File: config.mk
export PLATFORM = sky130hd
export DESIGN_NAME = beta_decode
export DESIGN_NICKNAME = d
export VERILOG_FILES = /design/src/rtl/beta_decode.sv
export SDC_FILE = /design/constraint.sdc
export NUM_CORES = 1
export LEC_CHECK = 0
export CAP_MARGIN = 0
export CORE_ASPECT_RATIO = 2
export CORE_MARGIN = 1
export CORE_UTILIZATION = 40
export CTS_CLUSTER_DIAMETER = 60
export DETAILED_ROUTE_END_ITERATION = 8
export PLACE_DENSITY_LB_ADDON = 0.12
export SLEW_MARGIN = 20
export SYNTH_ARGS = -nofsm -noshare
export SYNTH_HDL_FRONTEND = slang
export SYNTH_SLANG_ARGS = --single-unit
File: constraint.sdc
create_clock -name clk -period 1.83 [get_ports clk]
set_input_delay 0.366 -clock clk [delete_from_list [all_inputs] [get_ports clk]]
set_output_delay 0.366 -clock clk [all_outputs]
set_load 0.01 [all_outputs]
File: src/rtl/beta_decode.sv
// Registered Beta instruction-decode stage with valid/ready handshakes on both sides.
// Optional one-entry skid buffer with a registered in_ready: define DECODE_SKID_EN.
module beta_decode #(
   parameter int XP_REG = 30,
   parameter int LIT_W  = 16
) (
   input  logic        clk,
   input  logic        rst_n,
   input  logic        flush,
   input  logic        in_valid,
   output logic        in_ready,
   input  logic [31:0] in_instr,
   input  logic [31:0] in_pc,
   output logic        out_valid,
   input  logic        out_ready,
   output logic [31:0] out_pc,
   output logic [5:0]  alu_fn,
   output logic [4:0]  ra_addr,
   output logic [4:0]  rb_addr,
   output logic [4:0]  wa_addr,
   output logic [31:0] literal,
   output logic        bsel,
   output logic        werf,
   output logic [1:0]  wdsel,
   output logic        mwr,
   output logic        moe,
   output logic [2:0]  pcsel,
   output logic        br_ne,
   output logic        illegal
);

   // Handshake: a transfer happens on a rising edge where valid && ready; a
   // producer holds valid and its payload stable until that edge.

   typedef struct packed {
      logic [31:0] pc;
      logic [5:0]  alu_fn;
      logic [4:0]  ra_addr;
      logic [4:0]  rb_addr;
      logic [4:0]  wa_addr;
      logic [31:0] literal;
      logic        bsel;
      logic        werf;
      logic [1:0]  wdsel;
      logic        mwr;
      logic        moe;
      logic [2:0]  pcsel;
      logic        br_ne;
      logic        illegal;
   } bundle_t;

   logic [5:0] op;
   logic [5:0] alu_code;
   logic       alu_ok;
   bundle_t    dec;
   bundle_t    out_q;
   logic       out_valid_q;

   assign op = in_instr[31:26];

   // Low nibble of a register/literal ALU opcode selects the ALU operation.
   always_comb begin
      alu_code = 6'h10;
      alu_ok   = 1'b1;
      case (op[3:0])
         4'h0:    alu_code = 6'h10;
         4'h1:    alu_code = 6'h11;
         4'h4:    alu_code = 6'h03;
         4'h5:    alu_code = 6'h05;
         4'h6:    alu_code = 6'h07;
         4'h8:    alu_code = 6'h28;
         4'h9:    alu_code = 6'h2E;
         4'hA:    alu_code = 6'h26;
         4'hB:    alu_code = 6'h29;
         4'hC:    alu_code = 6'h30;
         4'hD:    alu_code = 6'h31;
         4'hE:    alu_code = 6'h33;
         default: alu_ok   = 1'b0;
      endcase
   end

   always_comb begin
      dec         = '0;
      dec.pc      = in_pc;
      dec.alu_fn  = 6'h10;
      dec.ra_addr = in_instr[20:16];
      dec.rb_addr = in_instr[15:11];
      dec.wa_addr = in_instr[25:21];
      dec.literal = {{(32-LIT_W){in_instr[LIT_W-1]}}, in_instr[LIT_W-1:0]};
      case (op)
         6'h18: begin
            dec.bsel  = 1'b1;
            dec.moe   = 1'b1;
            dec.wdsel = 2'b10;
            dec.werf  = 1'b1;
         end
         6'h19: begin
            dec.bsel    = 1'b1;
            dec.mwr     = 1'b1;
            dec.rb_addr = in_instr[25:21];
         end
         6'h1B: begin
            dec.pcsel = 3'b010;
            dec.werf  = 1'b1;
         end
         6'h1C, 6'h1D: begin
            dec.pcsel = 3'b001;
            dec.werf  = 1'b1;
            dec.br_ne = op[0];
         end
         6'h1F: begin
            dec.bsel  = 1'b1;
            dec.moe   = 1'b1;
            dec.wdsel = 2'b10;
            dec.werf  = 1'b1;
         end
         default: begin
            if (op[5] && alu_ok) begin
               dec.alu_fn = alu_code;
               dec.bsel   = op[4];
               dec.werf   = 1'b1;
               dec.wdsel  = 2'b01;
            end else begin
               dec.illegal = 1'b1;
               dec.pcsel   = 3'b011;
               dec.werf    = 1'b1;
               dec.wa_addr = 5'(XP_REG);
            end
         end
      endcase
   end

`ifdef DECODE_SKID_EN
   bundle_t skid_q;
   logic    skid_valid_q;
   logic    in_ready_q;
   logic    accept;
   logic    skid_valid_next;

   assign accept   = in_valid && in_ready_q && !flush;
   assign in_ready = in_ready_q;

   // A full skid implies a valid output, so it drains only through the output.
   assign skid_valid_next = skid_valid_q ? !out_ready
                                         : (accept && out_valid_q && !out_ready);

   always_ff @(posedge clk) begin
      if (!rst_n) begin
         out_valid_q  <= 1'b0;
         out_q        <= '0;
         skid_valid_q <= 1'b0;
         skid_q       <= '0;
         in_ready_q   <= 1'b0;
      end else if (flush) begin
         out_valid_q  <= 1'b0;
         skid_valid_q <= 1'b0;
         in_ready_q   <= 1'b0;
      end else begin
         if (!out_valid_q || out_ready) begin
            if (skid_valid_q) begin
               out_q       <= skid_q;
               out_valid_q <= 1'b1;
            end else if (accept) begin
               out_q       <= dec;
               out_valid_q <= 1'b1;
            end else begin
               out_valid_q <= 1'b0;
            end
         end else if (accept) begin
            skid_q <= dec;
         end
         skid_valid_q <= skid_valid_next;
         in_ready_q   <= !skid_valid_next;
      end
   end
`else
   assign in_ready = rst_n && !flush && (out_ready || !out_valid_q);

   always_ff @(posedge clk) begin
      if (!rst_n) begin
         out_valid_q <= 1'b0;
         out_q       <= '0;
      end else if (flush) begin
         out_valid_q <= 1'b0;
      end else if (in_valid && in_ready) begin
         out_valid_q <= 1'b1;
         out_q       <= dec;
      end else if (out_ready) begin
         out_valid_q <= 1'b0;
      end
   end
`endif

   assign out_valid = out_valid_q;
   assign out_pc    = out_q.pc;
   assign alu_fn    = out_q.alu_fn;
   assign ra_addr   = out_q.ra_addr;
   assign rb_addr   = out_q.rb_addr;
   assign wa_addr   = out_q.wa_addr;
   assign literal   = out_q.literal;
   assign bsel      = out_q.bsel;
   assign werf      = out_q.werf;
   assign wdsel     = out_q.wdsel;
   assign mwr       = out_q.mwr;
   assign moe       = out_q.moe;
   assign pcsel     = out_q.pcsel;
   assign br_ne     = out_q.br_ne;
   assign illegal   = out_q.illegal;

endmodule

==> results of run 1 <==
## layout make-up
class	instances	area, µm²
Tap cell	94	118
Inverter	2	7.51
Timing Repair Buffer	203	1960
Sequential cell	80	1600
Multi-Input combinational cell	273	1320
Clock inverter	3	68.8
Clock buffer	11	233
Fill cell	685	2350
## tightest hold or removal path: cells and delay by family (launching register included)
kind            cells  cell delay (ns)
flops               1             0.30
simple gates        1             0.05
compound gates      1             0.05
## cell families after synthesis
| group | count (synthesis) |
|---|---|
| multiplexers | 1 |
| other | 1 |
| XOR/XNOR | 1 |
| AO/OA/AOI/OAI | 103 |
| AND/OR/NAND/NOR | 167 |
| flip-flops | 80 |
| buffers and inverters | 49 |
## cell usage after synthesis, types with 2 or more instances
cell      instances  area share
nor2_1            9       0.011
and2_1            2      0.0039
nand2_1         122        0.14
a31oi_1           8       0.016
nand4_1           4      0.0078
nand2b_1          7       0.014
a21oi_1          68        0.11
o21ai_0          18       0.028
clkbuf_1         12       0.014
or3_1             2      0.0039
dfxtp_1          80        0.50
o21a_1            2      0.0047
buf_2            13       0.020
nor2b_1           2      0.0039
buf_4            19       0.044
buf_6             2      0.0070
nand3_1           8       0.012
## metal layers
| layer | GRT usage | part of all wire |
|---|---|---|
| met2 | 0.454 | 0.57 |
| met1 | 0.236 | 0.36 |
| met5 | 0 | 0 |
| met4 | 0.114 | 0.029 |
| met3 | 0.0381 | 0.042 |
## metrics by stage
stage               std cells  setup TNS (ns)  setup slack, ns  power, mW
finish                    666               0           0.0783       4.23
global route              666               0          0.00799       4.39
CTS                       666               0           0.0512       4.28
detailed placement        652           -9.57           -0.227       2.47
global placement          652           -8.39           -0.237       2.46
floorplan                 402               0            0.399       2.10
## registers in the layout, indices dropped and copies added (netlist names)
signal / cells
out_valid: 1
ra_addr: 5
werf: 1
bsel: 1
rb_addr: 5
mwr: 1
moe: 1
wa_addr: 5
pcsel: 2
out_pc: 32
illegal: 1
alu_fn: 6
wdsel: 2
literal: 16
br_ne: 1
## worst paths after layout
path / endpoint / from / slack (ns)
hold / removal: literal[2] / literal[2] / 0.45
setup reg to reg: out_pc[22] / out_valid / 0.39
setup / recovery: literal[27] / literal[15] / 0.08
hold reg to reg: literal[2] / literal[2] / 0.45
## power groups by stage
stage	Combinational [mW]	Clock, mW	Sequential [mW]
floorplan	0.203	0	1.89
CTS	0.604	1.85	1.83
global placement	0.596	0	1.86
detailed placement	0.601	0	1.87
global route	0.646	1.91	1.83
finish	0.599	1.81	1.83
==> results by group, run 1 <==
Final layout
  • Util after Layout: 0.694
  • Layout cell share with drive strength beyond 1: 0.0997
  • Commonest non-fill, non-tap cells in the layout: clkdlybuf4s50_1, nand2_1, dfxtp_1
  • # diodes: 0
  • Commonest non-fill, non-tap cell in the layout: clkdlybuf4s50_1
  • Post-route design area: 5310 µm²
  • P&R area growth vs syn: 65.2%
  • Post-layout net count: 638

Synth
  • Async SR Flop Fraction: 0
  • EDFF count, synth: 0
  • Synth Area in Compound Gates: 0.173
  • Mux share of post-synthesis cell area: 0.00311
  • Synthesized Nets: 471
  • Syn Std Cell Area: 3210 µm²
  • Yosys reg bits: 80
  • Netlist cell types: 41
  • Synth Area in Simple Gates: 0.231
  • Synth Area in Adders: 0
  • Yosys warns: 0
  • Register area share after synthesis: 0.498
  • XOR/XNOR Fraction of Synth Area: 0.00272
  • Avg Inst Size Synth: 8.00 µm²
  • Main synth FF type: dfxtp_1
  • Largest family of logic cells by synthesized area: simple AND/OR/NAND/NOR gates
  • Cells after Synth: 402

Clock network
  • Post-CTS Repair Setup Buffers: 0
  • Clock-pin slew on the worst setup and hold paths: 0.06 ns
  • Hold_buf cts: 0
  • Clock root buffer: clkbuf_16
  • TritonCTS clock tree: yes
  • Clock sink count: 80
  • H-tree lvl count: 3
  • Cts repair resizes: 1
  • Clock buffer count from CTS: 9
  • CTS max path bufs: 2
  • Skew-Pair Late Insertion Delay: 0.32 ns

Critical path
  • CP required: 1.46 ns
  • Crit path depth: 2
  • Crit-path max FO: 18
  • Critical path class: reg2out
  • R2R depth: 5
  • Worst path top cell family by delay: buffers and inverters
  • Critical-path cell list: buf_4 > clkdlybuf4s50_1
  • CP max stage cell: clkdlybuf4s50_1
  • WP buf/inv: 2
  • Startpoint Class: register
  • CP max stage delay: 0.56 ns
  • Endpoint class of the critical path: output pin
  • Data arrival, critical path: 1.39 ns

Global route
  • Vias in the first global route: 3284
  • Initial antenna violation count: 0
  • GRT overflow: 0
  • First-pass GRT wire length: 15.2 mm
  • Gr usage total: 0.237
  • Pin count of the biggest net entering global routing: 63

Drt
  • Drt pass-1 iters: 4
  • Via density: 4.92
  • Final wirelength: 9.74 mm
  • DRT iter0 DRCs: 178
  • Drt drc: 0
  • Wirelength per Cell: 14.6 µm
  • Via Count: 3276
  • Routed Antenna Nets: 0

STA
  • Endpoints failing setup: 0
  • Fmax: 571 MHz
  • Count of pins over their slew limit: 0
  • Hold Vio Cnt, Final: 0
  • WHS: 0.451 ns
  • RSZ-0062 raised after global routing: false
  • Min Tclk post-route: 1.75 ns
  • Fin crit share: 0.957
  • Worst Skew: 0.00489 ns

Floorplan
  • Initial Util: 0.420
  • Die area: 8420 µm²
  • Die W: 65.4 µm
  • # rows: 45
  • I/O Pins: 167
  • CORE AREA: 7660 µm²
  • Die Y-Extent: 129 µm

Pwr
  • NetSw: 905 µW
  • Worst vdd ir: 0.000513 V
  • Net Sw Frac: 0.214
  • Clock power frac: 0.427
  • PwrDens: 797 nW/µm²
  • P_int: 3.33 mW
  • Logic gate share of total power: 0.141
  • Static leakage: 1.94 nW
  • Sequential Power Share: 0.432

Outcome
  • Outcome: complete, no violations

Placement
  • Port bufs: 165
  • Routability cong.: 0.874
  • DP Area: 5010 µm²
  • DP HPWL: 7.32 mm

Worst hold path
  • Hold Crit Depth: 2
  • Hold Crit Class: reg2reg

Run
  • Max Cap Violations: 0
Power figures use the tool's default switching activity.
==> inputs of run 2 (changes only) <==
--- a/config.mk
+++ b/config.mk
@@ -12,6 +12,7 @@
 export CTS_CLUSTER_DIAMETER = 60
 export DETAILED_ROUTE_END_ITERATION = 8
 export PLACE_DENSITY_LB_ADDON = 0.12
+export REMOVE_ABC_BUFFERS = 1
 export SLEW_MARGIN = 20
 export SYNTH_ARGS = -nofsm -noshare
 export SYNTH_HDL_FRONTEND = slang
==> results by group, run 2 (synthesized netlist as in run 1, its figures left out) <==
Global route
  • Pin count of the biggest net entering global routing: 31 (was 63)
  • Vias in the first global route: 3021 (was 3284)
  • Initial antenna violation count: 0 (unchanged)
  • Gr usage total: 0.224 (was 0.237)
  • First-pass GRT wire length: 14.4 mm (was 15.2 mm)
  • GRT overflow: 0 (unchanged)

STA
  • Count of pins over their slew limit: 0 (unchanged)
  • Min Tclk post-route: 1.75 ns (about the same)
  • Endpoints failing setup: 0 (unchanged)
  • Hold Vio Cnt, Final: 0 (unchanged)
  • WHS: 0.449 ns (was 0.451 ns)
  • RSZ-0062 raised after global routing: false (unchanged)
  • Worst Skew: 0.00368 ns (was 0.00489 ns)
  • Fmax: 570 MHz (was 571 MHz)
  • Fin crit share: 0.959 (was 0.957)

Clock network
  • Clock sink count: 80 (unchanged)
  • Hold_buf cts: 0 (unchanged)
  • Post-CTS Repair Setup Buffers: 0 (unchanged)
  • TritonCTS clock tree: yes (unchanged)
  • Clock buffer count from CTS: 9 (unchanged)
  • Skew-Pair Late Insertion Delay: 0.33 ns (was 0.32 ns)
  • H-tree lvl count: 3 (unchanged)
  • CTS max path bufs: 2 (unchanged)
  • Clock root buffer: clkbuf_16 (unchanged)
  • Clock-pin slew on the worst setup and hold paths: 0.05 ns (was 0.06 ns)

Final layout
  • Util after Layout: 0.692 (was 0.694)
  • # diodes: 0 (unchanged)
  • Commonest non-fill, non-tap cells in the layout: clkdlybuf4s50_1, nand2_1, dfxtp_1 (unchanged)
  • Post-layout net count: 628 (was 638)
  • Layout cell share with drive strength beyond 1: 0.0904 (was 0.0997)
  • P&R area growth vs syn: 64.7% (was 65.2%)
  • Multi-input gate area in the final layout: 1320 µm² (unchanged)
  • Post-Layout Cell Count: 658 (was 666)
  • Max reg flops: 32 (unchanged)
  • Commonest non-fill, non-tap cell in the layout: clkdlybuf4s50_1 (unchanged)
  • Post-route design area: 5300 µm² (was 5310 µm²)
  • Fillers: 661 (was 685)
  • Register area: 1610 µm² (was 1600 µm²)

Floorplan
  • Die Y-Extent: 129 µm (unchanged)
  • Die area: 8420 µm² (unchanged)
  • I/O Pins: 167 (unchanged)
  • # rows: 45 (unchanged)
  • CORE AREA: 7660 µm² (unchanged)
  • Initial Util: 0.420 (unchanged)
  • Die W: 65.4 µm (unchanged)

Drt
  • Final wirelength: 9.53 mm (was 9.74 mm)
  • Routed Antenna Nets: 0 (unchanged)
  • Via density: 4.96 (was 4.92)
  • DRT iter0 DRCs: 169 (was 178)
  • Via Count: 3261 (was 3276)
  • Wirelength per Cell: 14.5 µm (was 14.6 µm)
  • Drt drc: 0 (unchanged)
  • Drt pass-1 iters: 4 (unchanged)

Critical path
  • Crit-path max FO: 3 (was 18)
  • Data arrival, critical path: 1.39 ns (about the same)
  • Critical path class: in2out (was reg2out)
  • CP required: 1.46 ns (about the same)
  • Startpoint Class: input port (was register)
  • Endpoint class of the critical path: output pin (unchanged)

Run
  • Max Cap Violations: 0 (unchanged)

Pwr
  • Sequential Power Share: 0.428 (was 0.432)
  • Net Sw Frac: 0.218 (was 0.214)
  • Logic gate share of total power: 0.138 (was 0.141)
  • P_int: 3.35 mW (was 3.33 mW)
  • Worst vdd ir: 0.000581 V (was 0.000513 V)
  • PwrDens: 808 nW/µm² (was 797 nW/µm²)
  • Total power: 4.28 mW (was 4.23 mW)
  • NetSw: 934 µW (was 905 µW)
  • Clock power frac: 0.434 (was 0.427)
  • Static leakage: 1.92 nW (was 1.94 nW)

Placement
  • Routability cong.: 0.831 (was 0.874)
  • Placed Instances: 642 (was 652)
  • Port bufs: 165 (unchanged)
  • DP HPWL: 7.04 mm (was 7.32 mm)
  • DP Area: 4970 µm² (was 5010 µm²)

Worst hold path
  • Hold Crit Class: reg2reg (unchanged)

Outcome
  • Outcome: complete, no violations (unchanged)
run 2: repair_timing:
action / 4_1_cts / 5_1_grt
endpoints found under the setup margin: 18 / 17
gates cloned: 0 / 0
resized for setup: 2 / 1
run 2: final cells by class:
cell class	count	share of cell area
inverter	2	0.00142
tap	94	0.0222
sequential	80	0.303
clock buffer	14	0.0536
clock inverter	2	0.00662
multi-input combinational	273	0.250
timing repair buffer	193	0.363
run 2: metrics by stage:
step / worst slack, ns / setup TNS (ns)
finish: 0.0750 / 0
global placement: -0.203 / -4.24
CTS: 0.0169 / 0
floorplan: -0.474 / -26.64
global route: 0.00745 / 0
detailed placement: -0.210 / -6.34
run 2: path summary, 6_finish.rpt:
kind	from	to	slack (ns)	depth (start not counted)
hold / removal	alu_fn[3]	alu_fn[3]	0.45	2
setup / recovery	rst_n	in_ready	0.08	4
hold reg to reg	alu_fn[3]	alu_fn[3]	0.45	2
setup reg to reg	out_valid	alu_fn[5]	0.51	5
run 2: power by group through the flow:
stage	registers [mW]	clock network, mW	logic (mW)
floorplan	1.90	0	0.144
global placement	1.86	0	0.585
detailed placement	1.87	0	0.592
CTS	1.83	1.90	0.595
global route	1.84	1.98	0.633
finish	1.83	1.86	0.591
run 2: worst max-delay path, cell delays in order:
cell and delay (ns):
clkdlybuf4s50_1 0.52, nand2b_1 0.09, nor2_1 0.13, dlygate4sd2_1 0.28
run 2: metal layers:
metal / global-route usage / vias up / share of wire
li1: - / 1631 / -
met1: 0.229 / 1500 / 0.38
met2: 0.408 / 111 / 0.54
met3: 0.0656 / 19 / 0.052
met4: 0.102 / 0 / 0.028
met5: 0 / - / 0
